--- src/rtl/uart_tx_frame_if.sv ---
// Host-side handshake and serial-line bundle for uart_tx_frame.
// The master modport is the host side and the slave modport is the transmitter.
interface uart_tx_frame_if #(
    parameter int unsigned NUM_DATA_BITS = 8
) ();
    logic [NUM_DATA_BITS-1:0] tx_data;
    logic                     tx_start;
    logic                     tx_ready;
    logic                     tx_out;
    logic                     tx_busy;
    logic                     frame_done;

    modport master (
        output tx_data,
        output tx_start,
        input  tx_ready,
        input  tx_out,
        input  tx_busy,
        input  frame_done
    );

    modport slave (
        input  tx_data,
        input  tx_start,
        output tx_ready,
        output tx_out,
        output tx_busy,
        output frame_done
    );
endinterface

--- src/rtl/uart_tx_frame.sv ---
// UART transmitter: start bit, LSB-first data bits, optional even parity, then one stop bit.
// Defining UART_TX_PARITY_EN inserts an even-parity bit between the data bits and the stop bit.
module uart_tx_frame #(
    parameter int unsigned NUM_DATA_BITS = 8,
    parameter int unsigned CLKS_PER_BIT  = 10
) (
    input logic             clk,
    input logic             rst,
    uart_tx_frame_if.slave  tx_if
);
    localparam int unsigned CNT_W = (CLKS_PER_BIT > 1) ? $clog2(CLKS_PER_BIT) : 1;
    localparam int unsigned BIT_W = $clog2(NUM_DATA_BITS);
    localparam logic [CNT_W-1:0] CntLast   = CNT_W'(CLKS_PER_BIT - 1);
    localparam logic [CNT_W-1:0] CntPenult = CNT_W'(CLKS_PER_BIT - 2);
    localparam logic [BIT_W-1:0] BitLast   = BIT_W'(NUM_DATA_BITS - 1);

`ifdef UART_TX_PARITY_EN
    typedef enum logic [2:0] {StIdle, StStart, StData, StParity, StStop} state_e;
    logic parity_q;
`else
    typedef enum logic [1:0] {StIdle, StStart, StData, StStop} state_e;
`endif

    state_e                   state_q;
    logic [CNT_W-1:0]         clk_cnt_q;
    logic [BIT_W-1:0]         bit_cnt_q;
    logic [NUM_DATA_BITS-1:0] shreg_q;
    logic                     tx_out_q;
    logic                     tx_ready_q;
    logic                     tx_busy_q;
    logic                     frame_done_q;
    logic                     accept;

    assign accept = tx_if.tx_start && tx_ready_q;

    always_ff @(posedge clk) begin
        if (rst) begin
            state_q      <= StIdle;
            clk_cnt_q    <= '0;
            bit_cnt_q    <= '0;
            shreg_q      <= '0;
            tx_out_q     <= 1'b1;
            tx_ready_q   <= 1'b1;
            tx_busy_q    <= 1'b0;
            frame_done_q <= 1'b0;
`ifdef UART_TX_PARITY_EN
            parity_q     <= 1'b0;
`endif
        end else begin
            frame_done_q <= 1'b0;
            // Accept is only possible in idle or on the final stop cycle.
            if (accept) begin
                state_q    <= StStart;
                clk_cnt_q  <= '0;
                bit_cnt_q  <= '0;
                shreg_q    <= tx_if.tx_data;
                tx_out_q   <= 1'b0;
                tx_ready_q <= 1'b0;
                tx_busy_q  <= 1'b1;
`ifdef UART_TX_PARITY_EN
                parity_q   <= ^tx_if.tx_data;
`endif
            end else begin
                unique case (state_q)
                    StIdle: begin
                        clk_cnt_q <= '0;
                    end
                    StStart: begin
                        if (clk_cnt_q == CntLast) begin
                            clk_cnt_q <= '0;
                            state_q   <= StData;
                            tx_out_q  <= shreg_q[0];
                        end else begin
                            clk_cnt_q <= clk_cnt_q + 1'b1;
                        end
                    end
                    StData: begin
                        if (clk_cnt_q == CntLast) begin
                            clk_cnt_q <= '0;
                            if (bit_cnt_q == BitLast) begin
`ifdef UART_TX_PARITY_EN
                                state_q  <= StParity;
                                tx_out_q <= parity_q;
`else
                                state_q  <= StStop;
                                tx_out_q <= 1'b1;
`endif
                            end else begin
                                bit_cnt_q <= bit_cnt_q + 1'b1;
                                shreg_q   <= shreg_q >> 1;
                                tx_out_q  <= shreg_q[1];
                            end
                        end else begin
                            clk_cnt_q <= clk_cnt_q + 1'b1;
                        end
                    end
`ifdef UART_TX_PARITY_EN
                    StParity: begin
                        if (clk_cnt_q == CntLast) begin
                            clk_cnt_q <= '0;
                            state_q   <= StStop;
                            tx_out_q  <= 1'b1;
                        end else begin
                            clk_cnt_q <= clk_cnt_q + 1'b1;
                        end
                    end
`endif
                    StStop: begin
                        if (clk_cnt_q == CntLast) begin
                            clk_cnt_q <= '0;
                            state_q   <= StIdle;
                            tx_busy_q <= 1'b0;
                            tx_out_q  <= 1'b1;
                        end else begin
                            clk_cnt_q <= clk_cnt_q + 1'b1;
                            // Ready and done are registered, so raise them one cycle early.
                            if (clk_cnt_q == CntPenult) begin
                                tx_ready_q   <= 1'b1;
                                frame_done_q <= 1'b1;
                            end
                        end
                    end
                    default: begin
                        state_q <= StIdle;
                    end
                endcase
            end
        end
    end

    assign tx_if.tx_out     = tx_out_q;
    assign tx_if.tx_ready   = tx_ready_q;
    assign tx_if.tx_busy    = tx_busy_q;
    assign tx_if.frame_done = frame_done_q;
endmodule

--- src/flat_wrapper.sv ---
// flat-port wrapper written by rule: the top's interface ports become plain ports
module uart_tx_frame_flat 
#(
    parameter int unsigned NUM_DATA_BITS = 8,
    parameter int unsigned CLKS_PER_BIT  = 10
)
  (clk, rst, tx_if_tx_data, tx_if_tx_start, tx_if_tx_ready, tx_if_tx_out, tx_if_tx_busy, tx_if_frame_done);
  uart_tx_frame_if #(.NUM_DATA_BITS(NUM_DATA_BITS)) tx_if_i ();
  input logic clk;
  input logic rst;
  input wire logic [$bits(tx_if_i.tx_data)-1:0] tx_if_tx_data;
  input wire logic [$bits(tx_if_i.tx_start)-1:0] tx_if_tx_start;
  output wire logic [$bits(tx_if_i.tx_ready)-1:0] tx_if_tx_ready;
  output wire logic [$bits(tx_if_i.tx_out)-1:0] tx_if_tx_out;
  output wire logic [$bits(tx_if_i.tx_busy)-1:0] tx_if_tx_busy;
  output wire logic [$bits(tx_if_i.frame_done)-1:0] tx_if_frame_done;
  assign tx_if_i.tx_data = tx_if_tx_data;
  assign tx_if_i.tx_start = tx_if_tx_start;
  assign tx_if_tx_ready = tx_if_i.tx_ready;
  assign tx_if_tx_out = tx_if_i.tx_out;
  assign tx_if_tx_busy = tx_if_i.tx_busy;
  assign tx_if_frame_done = tx_if_i.frame_done;
  uart_tx_frame #(.NUM_DATA_BITS(NUM_DATA_BITS), .CLKS_PER_BIT(CLKS_PER_BIT)) u_core (.clk(clk), .rst(rst), .tx_if(tx_if_i));
endmodule
--- config.mk ---
export PLATFORM = sky130hd
export DESIGN_NAME = uart_tx_frame_flat
export DESIGN_NICKNAME = d
export VERILOG_FILES = /design/src/rtl/uart_tx_frame_if.sv /design/src/rtl/uart_tx_frame.sv /design/src/flat_wrapper.sv
export SDC_FILE = /design/constraint.sdc
export NUM_CORES = 1
export LEC_CHECK = 0
export CAP_MARGIN = 20
export CORE_MARGIN = 10
export CORE_UTILIZATION = 28
export CTS_CLUSTER_DIAMETER = 40
export DETAILED_ROUTE_END_ITERATION = 6
export GPL_TIMING_DRIVEN = 0
export PLACE_DENSITY = 0.53
export SLEW_MARGIN = 20
export SYNTH_ARGS = -nofsm -noshare
export SYNTH_HDL_FRONTEND = slang
export SYNTH_SLANG_ARGS = --single-unit
--- constraint.sdc ---
create_clock -name clk -period 4.12 [get_ports clk]
set_clock_uncertainty 0.05 [all_clocks]
set_input_delay 1.236 -clock clk [delete_from_list [all_inputs] [get_ports clk]]
set_output_delay 1.236 -clock clk [all_outputs]
set_load 0.05 [all_outputs]
# [Word level (Yosys, flattened, before mapping)]
# Cells that the tools add are included.
[classes] n_addsub=2 n_eq_ne=16 n_mux=26 n_bitwise=2 reduce_logical=18
[ops] op="$mux W8" count=4
[ops] op="$mux W1" count=14
[ops] op="$ne A2 B1 Y1 const B" count=6
[ops] op="$ne A3 B1 Y1 const B" count=4
[ops] op="$reduce_and A5 Y1" count=2
[ops] op="$reduce_and A3 Y1" count=3
[ops] op="$eq A4 B4 Y1 const B" count=2
[ops] op="$mux W2" count=4
[ops] op="$pmux W4 S2" count=1
[ops] op="$reduce_bool A2 Y1" count=4
[ops] op="$pmux W2 S3" count=1
[ops] op="$add A4 B1 Y4 const B" count=1
[ops] op="$eq A2 B2 Y1 const B" count=2
[ops] op="$mux W4" count=1
[ops] op="$reduce_and A4 Y1" count=1
[ops] op="$reduce_bool A4 Y1" count=1
[ops] op="$reduce_or A4 Y1" count=1
[ops] op="$add A3 B1 Y3 const B" count=1
[ops] op="$eq A3 B3 Y1 const B" count=1
[ops] op="$pmux W1 S3" count=1
[ops] op="$reduce_bool A3 Y1" count=1
[ops] op="$reduce_or A3 Y1" count=1
[ops] op="$eq A2 B1 Y1 const B" count=1
[ops] op="$logic_not A2 Y1" count=1
[ops] op="other kinds (4)" count=5
[totals] reg_bits=21 input_bits=11 elab_cells=73

# [Longest topological paths before layout]
# Gate-level depths: netlist of the first run.
[logic_depth] depth_word=5 mapped_depth=8

# [Least setup slack after synthesis of the first run]
# No wires, ideal clock.
[synth_timing] kind="input to register" from="in tx_if_tx_start" to="reg u_core.shreg_q[7]" setup_ns=0.073 arrival_ns=1.968 required_time_ns=3.997 path_slack_ns=2.029 path_stages=4 n_path_buf=1 path_cell_list="nand2_1 > buf_1 > nand3_1 > a21oi_1"
[synth_via] elab_chain_len=3 elab_cells_between_ends=6 cone_classes="eq/ne (1); mux (1); reduce/logical (4)"
[synth_rtl] element="start: declaration" line_no="flat_wrapper.sv:12" rtl="input wire logic [$bits(tx_if_i.tx_start)-1:0] tx_if_tx_start;"
[synth_rtl] element="$logic_and A1 B1 Y1 *" line_no="uart_tx_frame.sv:34" rtl="assign accept = tx_if.tx_start && tx_ready_q;"
[synth_rtl] element="$ne A2 B1 Y1 (no source line) or $reduce_bool A2 Y1 (tied branches)"
[synth_rtl] element="$reduce_and A3 Y1 (no source line)"
[synth_rtl] element="end signal: assignment" line_no="uart_tx_frame.sv:56" rtl="shreg_q <= tx_if.tx_data;"
[synth_rtl] element="end signal: assignment" line_no="uart_tx_frame.sv:90" rtl="shreg_q <= shreg_q >> 1;"
[synth_rtl] element="end: declaration" line_no="uart_tx_frame.sv:27" rtl="logic [NUM_DATA_BITS-1:0] shreg_q;"
# Every way passes the cells marked *; elsewhere a longest branch is shown, timed or not.
# A chain may end at the register's enable or synchronous reset.

# [Worst setup path after layout of the first run]
[layout_timing] from="reg u_core.tx_ready_q, in the netlist u_core.tx_if.tx_ready" to="out tx_if_tx_ready"
[layout_rtl] element="start: declaration" line_no="uart_tx_frame.sv:29" rtl="logic tx_ready_q;"
[layout_rtl] element="start signal: assignment" line_no="uart_tx_frame.sv:43" rtl="tx_ready_q <= 1'b1;"
[layout_rtl] element="start signal: assignment" line_no="uart_tx_frame.sv:58" rtl="tx_ready_q <= 1'b0;"
[layout_rtl] element="start signal: assignment" line_no="uart_tx_frame.sv:118" rtl="tx_ready_q <= 1'b1;"
[layout_rtl] element="end: declaration" line_no="flat_wrapper.sv:13" rtl="output wire logic [$bits(tx_if_i.tx_ready)-1:0] tx_if_tx_ready;"
# No word-level cell between the ends.

==> results.py, run 1 <==
metrics = {
    "routing": {
        "via_per_inst": 4.71,
        "wire_per_inst_um": 12.7,
        "dr.pass1.iters": 4,
        "drt_iter0_drc": 48,
        "dr_total_vias": 862,
        "drc": 0,
        "wirelength_um": 2330,
        "ant_nets": 0,
    },
    "grt": {
        "grt-ovfl-total": 0,
        "grt_max_degree": 12,
        "antenna_found_initial": 0,
        "grt_pass1_vias": 868,
        "grt_pass1_wl_um": 3910,
        "grt.total_usage_pct": 7.18,
    },
    "outcome": {
        "status": "finished, final reports clean",
    },
    "power_and_ir_drop": {
        "p_per_area_mw_per_mm2": 337,
        "leakage_nw": 0.486,
        "ir_drop_mv": 0.146,
    },
    "sta": {
        "worst_pin_slew_ns": 0.644,
        "fmax_mhz": 365,
        "hold_viol_final": 0,
        "setup-tns-final_ns": 0,
        "drv_slew": 0,
        "period_needed_ns": 2.74,
        "setup_viol": 0,
        "min_period_over_period_pct": 66.5,
        "rsz0062_at_grt": "no",
        "slew_headroom_pct": 57.1,
    },
    "synth": {
        "ys.flop_type": "dfxtp_1",
        "syn_avg_cell_area_um2": 9.23,
        "syn_inst": 117,
        "async_flop_share_pct": 0,
        "syn-num-nets": 137,
        "synth_edf_count": 0,
        "netlist-cell-type-count": 31,
        "yosysWarnings": 0,
        "ys_seq_elements": 21,
        "syn-cell-area_mm2": 0.00108,
        "yosysSeqAreaShare_pct": 38.9,
    },
    "cts": {
        "cts.htree.levels": 1,
        "cts_buffer_depth": 2,
        "root_buffer": "clkbuf_8",
        "cts_buffers": 3,
        "postCtsSetupBuffers": 0,
        "clk_pin_slew_ns": 0.07,
        "clkLatencyLatePin_ns": 0.25,
        "cts_tree": "yes",
        "hold_buffers": 0,
        "clock-sinks": 21,
        "cts_resized": 0,
    },
    "setup_path": {
        "path_buf_inv": 1,
        "worst_setup_path_end_kind": "output pin",
        "start_kind": "flip-flop",
        "worstPathCellList": "clkdlybuf4s50_1",
        "cp.required_ns": 2.83,
        "critPathSlowestCell": "clkdlybuf4s50_1",
        "arrival_ns": 1.45,
        "crit_type": "reg -> out",
        "critPathMaxFanout": 4,
        "cp_top_family": "buffers and inverters",
        "cpPeakStageDelay_ns": 0.83,
    },
    "place": {
        "io_buffers": 14,
        "post-place-cells": 179,
        "dp_hpwl_um": 1750,
        "gp_congestion": 0.715,
    },
    "hold_path": {
        "min_path_type": "reg -> reg",
    },
    "floorplanning": {
        "ioPinCount": 15,
        "die_w_um": 82.1,
        "die_area_mm2": 0.00674,
        "initial_utilization_pct": 29.3,
        "rows": 22,
        "die_h_um": 82.1,
        "core-area_mm2": 0.00369,
    },
    "cells_and_area": {
        "antenna_cells": 0,
        "nNetsFinal": 156,
        "drive_above_1_share_pct": 15.6,
        "syn2layout_area_growth_pct": 22.7,
        "fill_cells": 398,
        "layout.cells.non_filler": 183,
    },
    "job": {
        "drv_cap": 0,
    },
}
-- path summary, 6_finish.rpt --
check                           slack (ns)              endpoint                   from  cells past startpoint
worst max register to register        2.35     u_core.shreg_q[1]    u_core.bit_cnt_q[0]                      7
worst min-delay path                  0.41  u_core.tx_if.tx_busy   u_core.tx_if.tx_busy                      2
worst max-delay path                  1.38        tx_if_tx_ready  u_core.tx_if.tx_ready                      1
worst min register to register        0.41  u_core.tx_if.tx_busy   u_core.tx_if.tx_busy                      2
-- through the flow --
step | cell area, um^2 | power [mW] | hold slack, ns | util, % | setup slack [ns]
detailed placement | 1280 | 0.320 | 0.405 | 34.7 | 1.39
global placement | 1280 | 0.317 | 0.396 | 34.7 | 1.40
CTS | 1330 | 0.453 | 0.416 | 35.9 | 1.36
global route | 1330 | 0.472 | 0.442 | 35.9 | 1.32
floorplan | 1080 | 0.290 | 0.390 | - | 2.03
finish | 1330 | 0.447 | 0.413 | 35.9 | 1.38
-- cell usage in the layout (no fill, tap or decap), drive strengths merged, types with 2 or more instances in the layout --
cell / instances
buf: 3
nand2: 22
xnor2: 2
inv: 5
nor2: 16
a311oi: 8
nand2b: 2
o21ai: 2
nor3: 2
clkbuf: 7
dfxtp: 21
ha: 9
nand3: 3
a21oi: 6
clkdlybuf4s50: 14
-- registers in the layout, indices dropped and copies added, names as in the netlist --
| signal | cells |
|---|---|
| u_core.bit_cnt_q | 3 |
| u_core.clk_cnt_q | 4 |
| u_core.shreg_q | 8 |
| u_core.state_q | 2 |
| u_core.tx_if.frame_done | 1 |
| u_core.tx_if.tx_busy | 1 |
| u_core.tx_if.tx_out | 1 |
| u_core.tx_if.tx_ready | 1 |
-- where the power goes --
part	internal, mW	total [mW]	switching [mW]	leakage (nW)
Clock	0.0687	0.132	0.0632	0.0228
Sequential	0.216	0.227	0.0103	0.172
Combinational	0.0385	0.0886	0.0501	0.290
-- layer usage --
| metal | wire, um | track usage, % |
|---|---|---|
| met2 | 1140 | 11.5 |
| met4 | 36 | 3.57 |
| met1 | 1070 | 8.74 |
| met3 | 80 | 1.84 |
| met5 | 0 | 0 |
-- synthesized netlist by cell type (all sizes together), types with 2 or more instances --
library cell | instances | area share [%]
a21oi | 6 | 2.8
a311oi | 8 | 11
buf | 3 | 3.2
clkbuf | 3 | 1.0
dfxtp | 21 | 39
ha | 9 | 10
inv | 5 | 1.7
nand2 | 22 | 9.3
nand2b | 2 | 1.2
nand3 | 3 | 1.4
nor2 | 16 | 5.6
nor3 | 2 | 0.93
o21ai | 2 | 0.93
xnor2 | 2 | 1.6
-- final cells by class --
class	instances	area (um^2)	share of cell area, %
Clock buffer	4	45.0	3.40
Sequential cell	21	420	31.7
Multi-Input combinational cell	85	594	44.9
Tap cell	48	60.1	4.53
Timing Repair Buffer	14	140	10.6
Inverter	5	18.8	1.42
Buffer	6	46.3	3.49
-- tightest hold or removal path, stage by stage, from the launching register on --
cell,delay [ns]
dfxtp_1,0.31
nand2_1,0.05
a21oi_1,0.05
-- cell families after synthesis --
group                      after synthesis  synth area share [%]
AOI/OAI and AO/OA                       22                  19.5
xor gates and xnor gates                 3                  2.43
adders and majority gates                9                  10.4
buffers and inverters                   11                  6.03
DFF                                     21                  38.9
and+or+nand+nor                         51                  22.7
Note: power is estimated with default switching activity, not from simulation.
==> inputs of run 2 (changes only) <==
- PLACE_DENSITY: 0.53 -> 0.55
- clock period: 4.12 -> 2.3 ns (I/O delays scaled with it)
==> results.py, run 2 (synthesized netlist as in run 1, its figures left out) <==
metrics = {
    "grt": {
        "antenna_found_initial": 0,
        "grt-ovfl-total": 0,
        "grt.total_usage_pct": 6.94,
        "grt_pass1_wl_um": 3650,
        "grt_pass1_vias": 791,
        "grt_max_degree": 12,
    },
    "setup_path": {
        "regToRegStartpoint": "u_core.bit_cnt_q[0]",
        "worstPathCellList": "clkdlybuf4s50_1",
        "worstReg2RegEnd": "u_core.shreg_q[2]",
        "cp_top_family": "buffers and inverters",
        "cpPeakStageDelay_ns": 0.84,
        "crit_type": "reg -> out",
        "ff2ff_path_depth": 7,
        "worst_setup_path_end_kind": "output pin",
        "critPathSlowestCell": "clkdlybuf4s50_1",
        "r2r_slack_ns": 0.54,
        "critPathMaxFanout": 4,
        "arrival_ns": 1.48,
        "path_buf_inv": 1,
        "cp.required_ns": 1.56,
        "start_kind": "flip-flop",
    },
    "floorplanning": {
        "initial_utilization_pct": 29.3,
        "die_area_mm2": 0.00674,
        "die_h_um": 82.1,
        "die_w_um": 82.1,
        "rows": 22,
        "ioPinCount": 15,
        "core-area_mm2": 0.00369,
    },
    "place": {
        "dp_hpwl_um": 1670,
        "gp_congestion": 0.718,
        "io_buffers": 14,
        "post-place-cells": 179,
        "dpl_worst_slack_ns": 0.0914,
        "placed_cell_area_mm2": 0.00128,
    },
    "power_and_ir_drop": {
        "p_sw_uw": 221,
        "p_seq_share_pct": 50.6,
        "p_clk_share_pct": 29.7,
        "combPwrFrac_pct": 19.6,
        "p_per_area_mw_per_mm2": 604,
        "ir_drop_mv": 0.207,
        "leakage_nw": 0.486,
        "p_sw_share_pct": 27.7,
        "internal_power_uw": 579,
    },
    "cells_and_area": {
        "biggestRegsByFlops": "u_core.shreg_q: 8 flops, u_core.clk_cnt_q: 4 flops, u_core.bit_cnt_q: 3 flops",
        "mostFrequentLayoutCells": "21 x dfxtp_1, 16 x nor2_1, 15 x nand2_1, 14 x clkdlybuf4s50_1, 9 x ha_1",
        "nNetsFinal": 156,
        "final_cell_area_mm2": 0.00133,
        "layout.cells.non_filler": 183,
        "regMostFlops": "u_core.shreg_q",
        "drive_above_1_share_pct": 15.6,
        "antenna_cells": 0,
        "syn2layout_area_growth_pct": 22.7,
        "largest_reg_flops": 8,
        "layout_commonest_cell": "dfxtp_1",
    },
    "job": {
        "drv_cap": 0,
    },
    "routing": {
        "drt_iter0_drc": 78,
        "wire_per_inst_um": 12.2,
        "dr.pass1.iters": 4,
        "wirelength_um": 2230,
        "dr_total_vias": 844,
        "via_per_inst": 4.61,
        "ant_nets": 0,
        "drc": 0,
    },
    "outcome": {
        "status": "finished, final reports clean",
    },
    "sta": {
        "setup_viol": 0,
        "drv_slew": 0,
        "fmax_mhz": 451,
        "fin_ws_ns": 0.0806,
        "min_period_over_period_pct": 96.5,
        "period_needed_ns": 2.22,
        "rsz0062_at_grt": "no",
        "worst_pin_slew_ns": 0.671,
        "setup-tns-final_ns": 0,
        "fin_hold_ws_ns": 0.408,
        "slew_headroom_pct": 55.2,
        "hold_viol_final": 0,
    },
    "hold_path": {
        "min_path_cells": 2,
        "hold_start": "u_core.tx_if.tx_busy",
        "hold_path_end": "u_core.tx_if.tx_busy",
        "min_path_type": "reg -> reg",
    },
    "cts": {
        "clk_pin_slew_ns": 0.07,
        "clkLatencyLatePin_ns": 0.26,
        "cts.htree.levels": 1,
        "cts_resized": 0,
        "cts_buffers": 3,
        "root_buffer": "clkbuf_8",
        "cts_tree": "yes",
        "clock-sinks": 21,
        "hold_buffers": 0,
        "postCtsSetupBuffers": 0,
        "cts_buffer_depth": 2,
    },
}
## run 2: layout make-up
| type | count | area [um^2] |
|---|---|---|
| multi-input combinational | 85 | 594 |
| timing repair buffer | 14 | 140 |
| fill | 384 | 2360 |
| buffer | 6 | 46.3 |
| clock buffer | 4 | 45.0 |
| tap | 48 | 60.1 |
| inverter | 5 | 18.8 |
| sequential | 21 | 420 |
## run 2: through the flow
step	power (mW)	util [%]
3_3_place_gp	0.568	34.7
6_report	0.801	35.9
2_1_floorplan	0.519	-
3_5_place_dp	0.571	34.7
4_1_cts	0.814	35.9
5_1_grt	0.855	35.9
## run 2: worst max path at each step
stage / startpoint / cells past startpoint / slack [ns] / to
2_1_floorplan: u_core.bit_cnt_q[0] / 7 / 0.68 / u_core.shreg_q[0]
3_3_place_gp: tx_if_tx_start / 5 / 0.13 / u_core.shreg_q[7]
3_5_place_dp: tx_if_tx_start / 5 / 0.09 / u_core.shreg_q[7]
4_1_cts: u_core.tx_if.tx_ready / 1 / 0.07 / tx_if_tx_ready
5_1_grt: u_core.tx_if.tx_ready / 1 / 0.02 / tx_if_tx_ready
6_report: u_core.tx_if.tx_ready / 1 / 0.08 / tx_if_tx_ready
## run 2: power by group through the flow
stage               combinational, mW  clock [mW]  sequential [mW]
floorplan                      0.0888           0            0.430
global placement                0.156           0            0.413
detailed placement              0.157           0            0.414
CTS                             0.159       0.250            0.405
global route                    0.174       0.272            0.409
finish                          0.157       0.238            0.405
## run 2: worst reg2reg max path, cell delays in order (launching register included)
cell	delay [ns]
dfxtp_1	0.33
ha_1	0.20
ha_1	0.21
and2b_1	0.28
and2_4	0.18
buf_12	0.13
nand2_2	0.06
a311oi_2	0.25
## run 2: per-layer routing
layer	wire, um	up-vias	track usage (%)
met5	0	-	0
met4	35	0	4.59
met3	66	2	1.08
met2	1100	14	10.4
met1	1030	388	8.98
li1	-	440	-
==> inputs of run 3 (changes only) <==
- CORE_MARGIN: 10 -> not set
- CORE_UTILIZATION: 28 -> 50
- PLACE_DENSITY: 0.55 -> 0.81
- clock period: 2.3 -> 2.6 ns (I/O delays scaled with it)
==> results.py, run 3 (synthesized netlist as in run 1, its figures left out) <==
metrics = {
    "sta": {
        "period_needed_ns": 2.33,
        "rsz0062_at_grt": "no",
        "slew_headroom_pct": 58.0,
        "drv_slew": 0,
        "setup-tns-final_ns": 0,
        "hold_viol_final": 0,
        "min_period_over_period_pct": 89.7,
        "setup_viol": 0,
        "fmax_mhz": 429,
        "worst_pin_slew_ns": 0.630,
    },
    "setup_path": {
        "worstPathCellList": "clkdlybuf4s50_1",
        "worst_setup_path_end_kind": "output pin",
        "regToRegStartpoint": "u_core.bit_cnt_q[0]",
        "cpPeakStageDelay_ns": 0.82,
        "crit_cells": 1,
        "cp_top_family": "buffers and inverters",
        "ff2ff_path_depth": 7,
        "start_kind": "flip-flop",
        "crit_type": "reg -> out",
        "critPathSlowestCell": "clkdlybuf4s50_1",
        "worstReg2RegEnd": "u_core.shreg_q[0]",
        "cp.required_ns": 1.77,
        "path_buf_inv": 1,
        "worstSetupStartpoint": "u_core.tx_if.tx_ready",
        "critPathMaxFanout": 4,
        "arrival_ns": 1.50,
        "r2r_slack_ns": 0.80,
    },
    "power_and_ir_drop": {
        "p_per_area_mw_per_mm2": 513,
        "leakage_nw": 0.478,
        "ir_drop_mv": 0.309,
        "total_power_uw": 656,
    },
    "place": {
        "placed_cell_area_mm2": 0.00125,
        "dp_hpwl_um": 1590,
        "gp_congestion": 0.822,
        "post-place-cells": 158,
        "io_buffers": 14,
    },
    "cells_and_area": {
        "antenna_cells": 0,
        "layout.cells.non_filler": 162,
        "biggestRegsByFlops": "u_core.shreg_q: 8 flops, u_core.clk_cnt_q: 4 flops, u_core.bit_cnt_q: 3 flops",
        "layout_commonest_cell": "dfxtp_1",
        "fill_cells": 182,
        "syn2layout_area_growth_pct": 18.5,
        "largest_reg_flops": 8,
        "nNetsFinal": 156,
        "regMostFlops": "u_core.shreg_q",
        "drive_above_1_share_pct": 15.6,
        "final_cell_area_mm2": 0.00128,
        "mostFrequentLayoutCells": "21 x dfxtp_1, 16 x nor2_1, 15 x nand2_1, 14 x clkdlybuf4s50_1, 9 x ha_1",
    },
    "routing": {
        "dr_total_vias": 893,
        "ant_nets": 0,
        "dr.pass1.iters": 6,
        "wirelength_um": 2150,
        "via_per_inst": 5.51,
        "drc": 0,
        "drt_iter0_drc": 26,
        "wire_per_inst_um": 13.3,
    },
    "floorplanning": {
        "die_w_um": 48.5,
        "initial_utilization_pct": 53.9,
        "core-area_mm2": 0.00200,
        "rows": 16,
        "die_area_mm2": 0.00235,
        "die_h_um": 48.5,
        "ioPinCount": 15,
    },
    "grt": {
        "antenna_found_initial": 0,
        "grt_pass1_wl_um": 3820,
        "grt_max_degree": 12,
        "grt-ovfl-total": 0,
        "grt_pass1_vias": 833,
        "grt.total_usage_pct": 21.2,
    },
    "cts": {
        "cts_buffer_depth": 2,
        "clk_pin_slew_ns": 0.11,
        "clkLatencyLatePin_ns": 0.30,
        "cts_buffers": 3,
        "clock-sinks": 21,
        "hold_buffers": 0,
        "cts_resized": 0,
        "cts.htree.levels": 1,
        "postCtsSetupBuffers": 0,
        "cts_tree": "yes",
        "root_buffer": "clkbuf_4",
    },
    "hold_path": {
        "min_path_cells": 2,
        "hold_start": "u_core.bit_cnt_q[2]",
        "hold_path_end": "u_core.bit_cnt_q[2]",
        "min_path_type": "reg -> reg",
    },
    "job": {
        "drv_cap": 0,
    },
    "outcome": {
        "status": "finished, final reports clean",
    },
}
==> run 3: cell types whose count changed in the layout (fill, tap and decap cells not counted) <==
cell,delta
clkbuf_4,+3
clkbuf_8,-3
==> run 3: metal layers <==
layer	global-route usage (%)	vias up	share of wire, %	routed length (um)
li1	-	437	-	-
met1	27.8	416	46	982
met3	4.40	8	4.5	97
met2	33.3	32	48	1030
met5	0	-	0	0
met4	9.80	0	2.1	46
==> run 3: area by class of cell <==
type | instances | area (um^2) | area share [%]
clock buffer | 4 | 26.3 | 2.05
multi-input combinational | 85 | 594 | 46.4
timing repair buffer | 14 | 140 | 10.9
sequential | 21 | 420 | 32.8
tap | 27 | 33.8 | 2.64
buffer | 6 | 46.3 | 3.62
inverter | 5 | 18.8 | 1.47
==> run 3: worst max path at each step <==
stage	to	slack [ns]
final	tx_if_tx_ready	0.27
after detailed placement	u_core.shreg_q[7]	0.34
after global routing	tx_if_tx_ready	0.19
after CTS	tx_if_tx_ready	0.25
after floorplan	u_core.shreg_q[7]	0.96
after global placement	u_core.shreg_q[7]	0.35
==> run 3: power by group <==
group	internal, mW	switching, mW
logic	0.0611	0.0811
clock network	0.0598	0.0959
registers	0.343	0.0157
total	0.464	0.193
==> run 3: stage by stage <==
| stage | hold slack (ns) | util (%) | worst slack (ns) |
|---|---|---|---|
| after floorplan | 0.390 | - | 0.965 |
| after global placement | 0.395 | 62.6 | 0.346 |
| after detailed placement | 0.403 | 62.6 | 0.339 |
| after CTS | 0.419 | 63.9 | 0.249 |
| after global routing | 0.438 | 63.9 | 0.190 |
| final | 0.416 | 63.9 | 0.267 |
==> RTL edit (config.mk and constraints of run 1) <==
Make the reset (`rst`) asynchronous in one clocked block.
--- a/src/rtl/uart_tx_frame.sv
+++ b/src/rtl/uart_tx_frame.sv
@@ -33,7 +33,7 @@
 
     assign accept = tx_if.tx_start && tx_ready_q;
 
-    always_ff @(posedge clk) begin
+    always_ff @(posedge clk or posedge rst) begin
         if (rst) begin
             state_q      <= StIdle;
             clk_cnt_q    <= '0;
Check against the original RTL: differs if rst is asserted again (counterexample within 4 cycles, from zero or initial values and one cycle with rst high); with rst held inactive, the same outputs for 10 cycles.
==> RTL edit against run 1 <==
Worst setup slack got worse by 0.18 ns. Wire length grew 12%. Sequential cell count did not move. Critical path type unchanged. Cell area is 5.9% higher. Register-to-register slack worse by 0.03 ns. Area after synthesis grew 6.8%. Largest cell class unchanged. Critical path depth stayed put.
Power is not compared: it rests on default switching activity, and its combinational part moved more than twofold at a synthesized area within 25%.
==> RTL edit: results (changes against run 1) <==
[status]
status = complete, no violations

[placed_design]
hpwl_um = 1910  ; +9.1%
globalplace.congestion = 0.811  ; +13%
dpl_worst_slack_ns = 1.40  ; +0.0164 ns

[hold_path]
holdPathStages = 1  ; -1
min-delay-start = u_core.tx_if.tx_busy
min_to = u_core.tx_if.tx_busy

[worst_setup_path]
r2r_cells = 6  ; -1
r2r_end = u_core.shreg_q[2]
cp-startpoint = u_core.tx_if.tx_ready
crit_arrival_ns = 1.63  ; +0.18 ns
ff2ff_setup_slack_ns = 2.32  ; -0.03 ns
slowest_delay_ns = 0.81  ; -0.02 ns
r2r-start = u_core.bit_cnt_q[0]

[synthesis]
yosysSeqAreaShare = 0.458  ; +0.0684
yosys-top-cells-count = dfrtp_1, nand2_1, nand3_1, ha_1
syn-num-nets = 140  ; +2.2%
synthArstFlopShare = 1.00  ; +1.00
synth_flop_cell = dfrtp_1
ys_types = 35  ; +13%
synth.area.top_cells = dfrtp_1, ha_1, dfstp_2, o211ai_1, nand3_1

[detailed_routing]
drt-pass1-iter-count = 4  ; unchanged
drt-total-wl_um = 2600  ; +12%
drt-initial-drc-count = 61  ; +27%

[sta]
whs_ns = 0.439  ; +0.0256 ns
fmax_ghz = 0.342  ; -6.2%

[finish]
inverters = 6  ; +1
bufAreaShareNonClock = 0.129  ; -0.0114
seq_cell_count = 21  ; unchanged
multi_input_area_share = 0.401  ; -0.0480
final-clk-cell-share = 0.0330  ; -0.000988
buffers_excl_clock = 22  ; +10%
fillers = 419  ; +5.3%
nClkBuffers = 3  ; -1
drive_gt1_frac = 0.0942  ; -0.0614
seq_share = 0.376  ; +0.0592
layout.nets = 159  ; +1.9%

[grt]
grt_pass1_wl_um = 4690  ; +20%
grtUsageTotal = 0.0768  ; +0.00501
grt_max_degree = 22  ; +10

-- RTL edit: cell count changes after synthesis, sizes merged, moves of 7 or more --
cell | run 1 | this run
dfxtp | 21 | 0
dfrtp | 0 | 19
nand2 | 22 | 10
nor2 | 16 | 7
a311oi | 8 | 0
nand3 | 3 | 10
o211ai | 0 | 7
-- RTL edit: through the flow --
step / instance area [sq um] / cells
final: 1400 / 188
after CTS: 1400 / 188
after global placement: 1360 / 184
after global routing: 1400 / 188
after detailed placement: 1360 / 184
after floorplan: 1150 / 120
-- RTL edit: metal layers --
metal / vias up / routed length, um / GRT usage
li1: 462 / - / -
met1: 449 / 1320 / 0.0942
met2: 18 / 1120 / 0.123
met3: 2 / 156 / 0.0357
met4: 0 / 10 / 0.00913
met5: - / 0 / 0
-- RTL edit: logic make-up after synthesis --
family                     synth area share
adders and majority gates            0.0976
xor gates and xnor gates             0.0152
and+or+nand+nor                       0.223
DFF                                   0.458
buffers and inverters                0.0553
muxes                               0.00868
AOI/OAI and AO/OA                     0.142
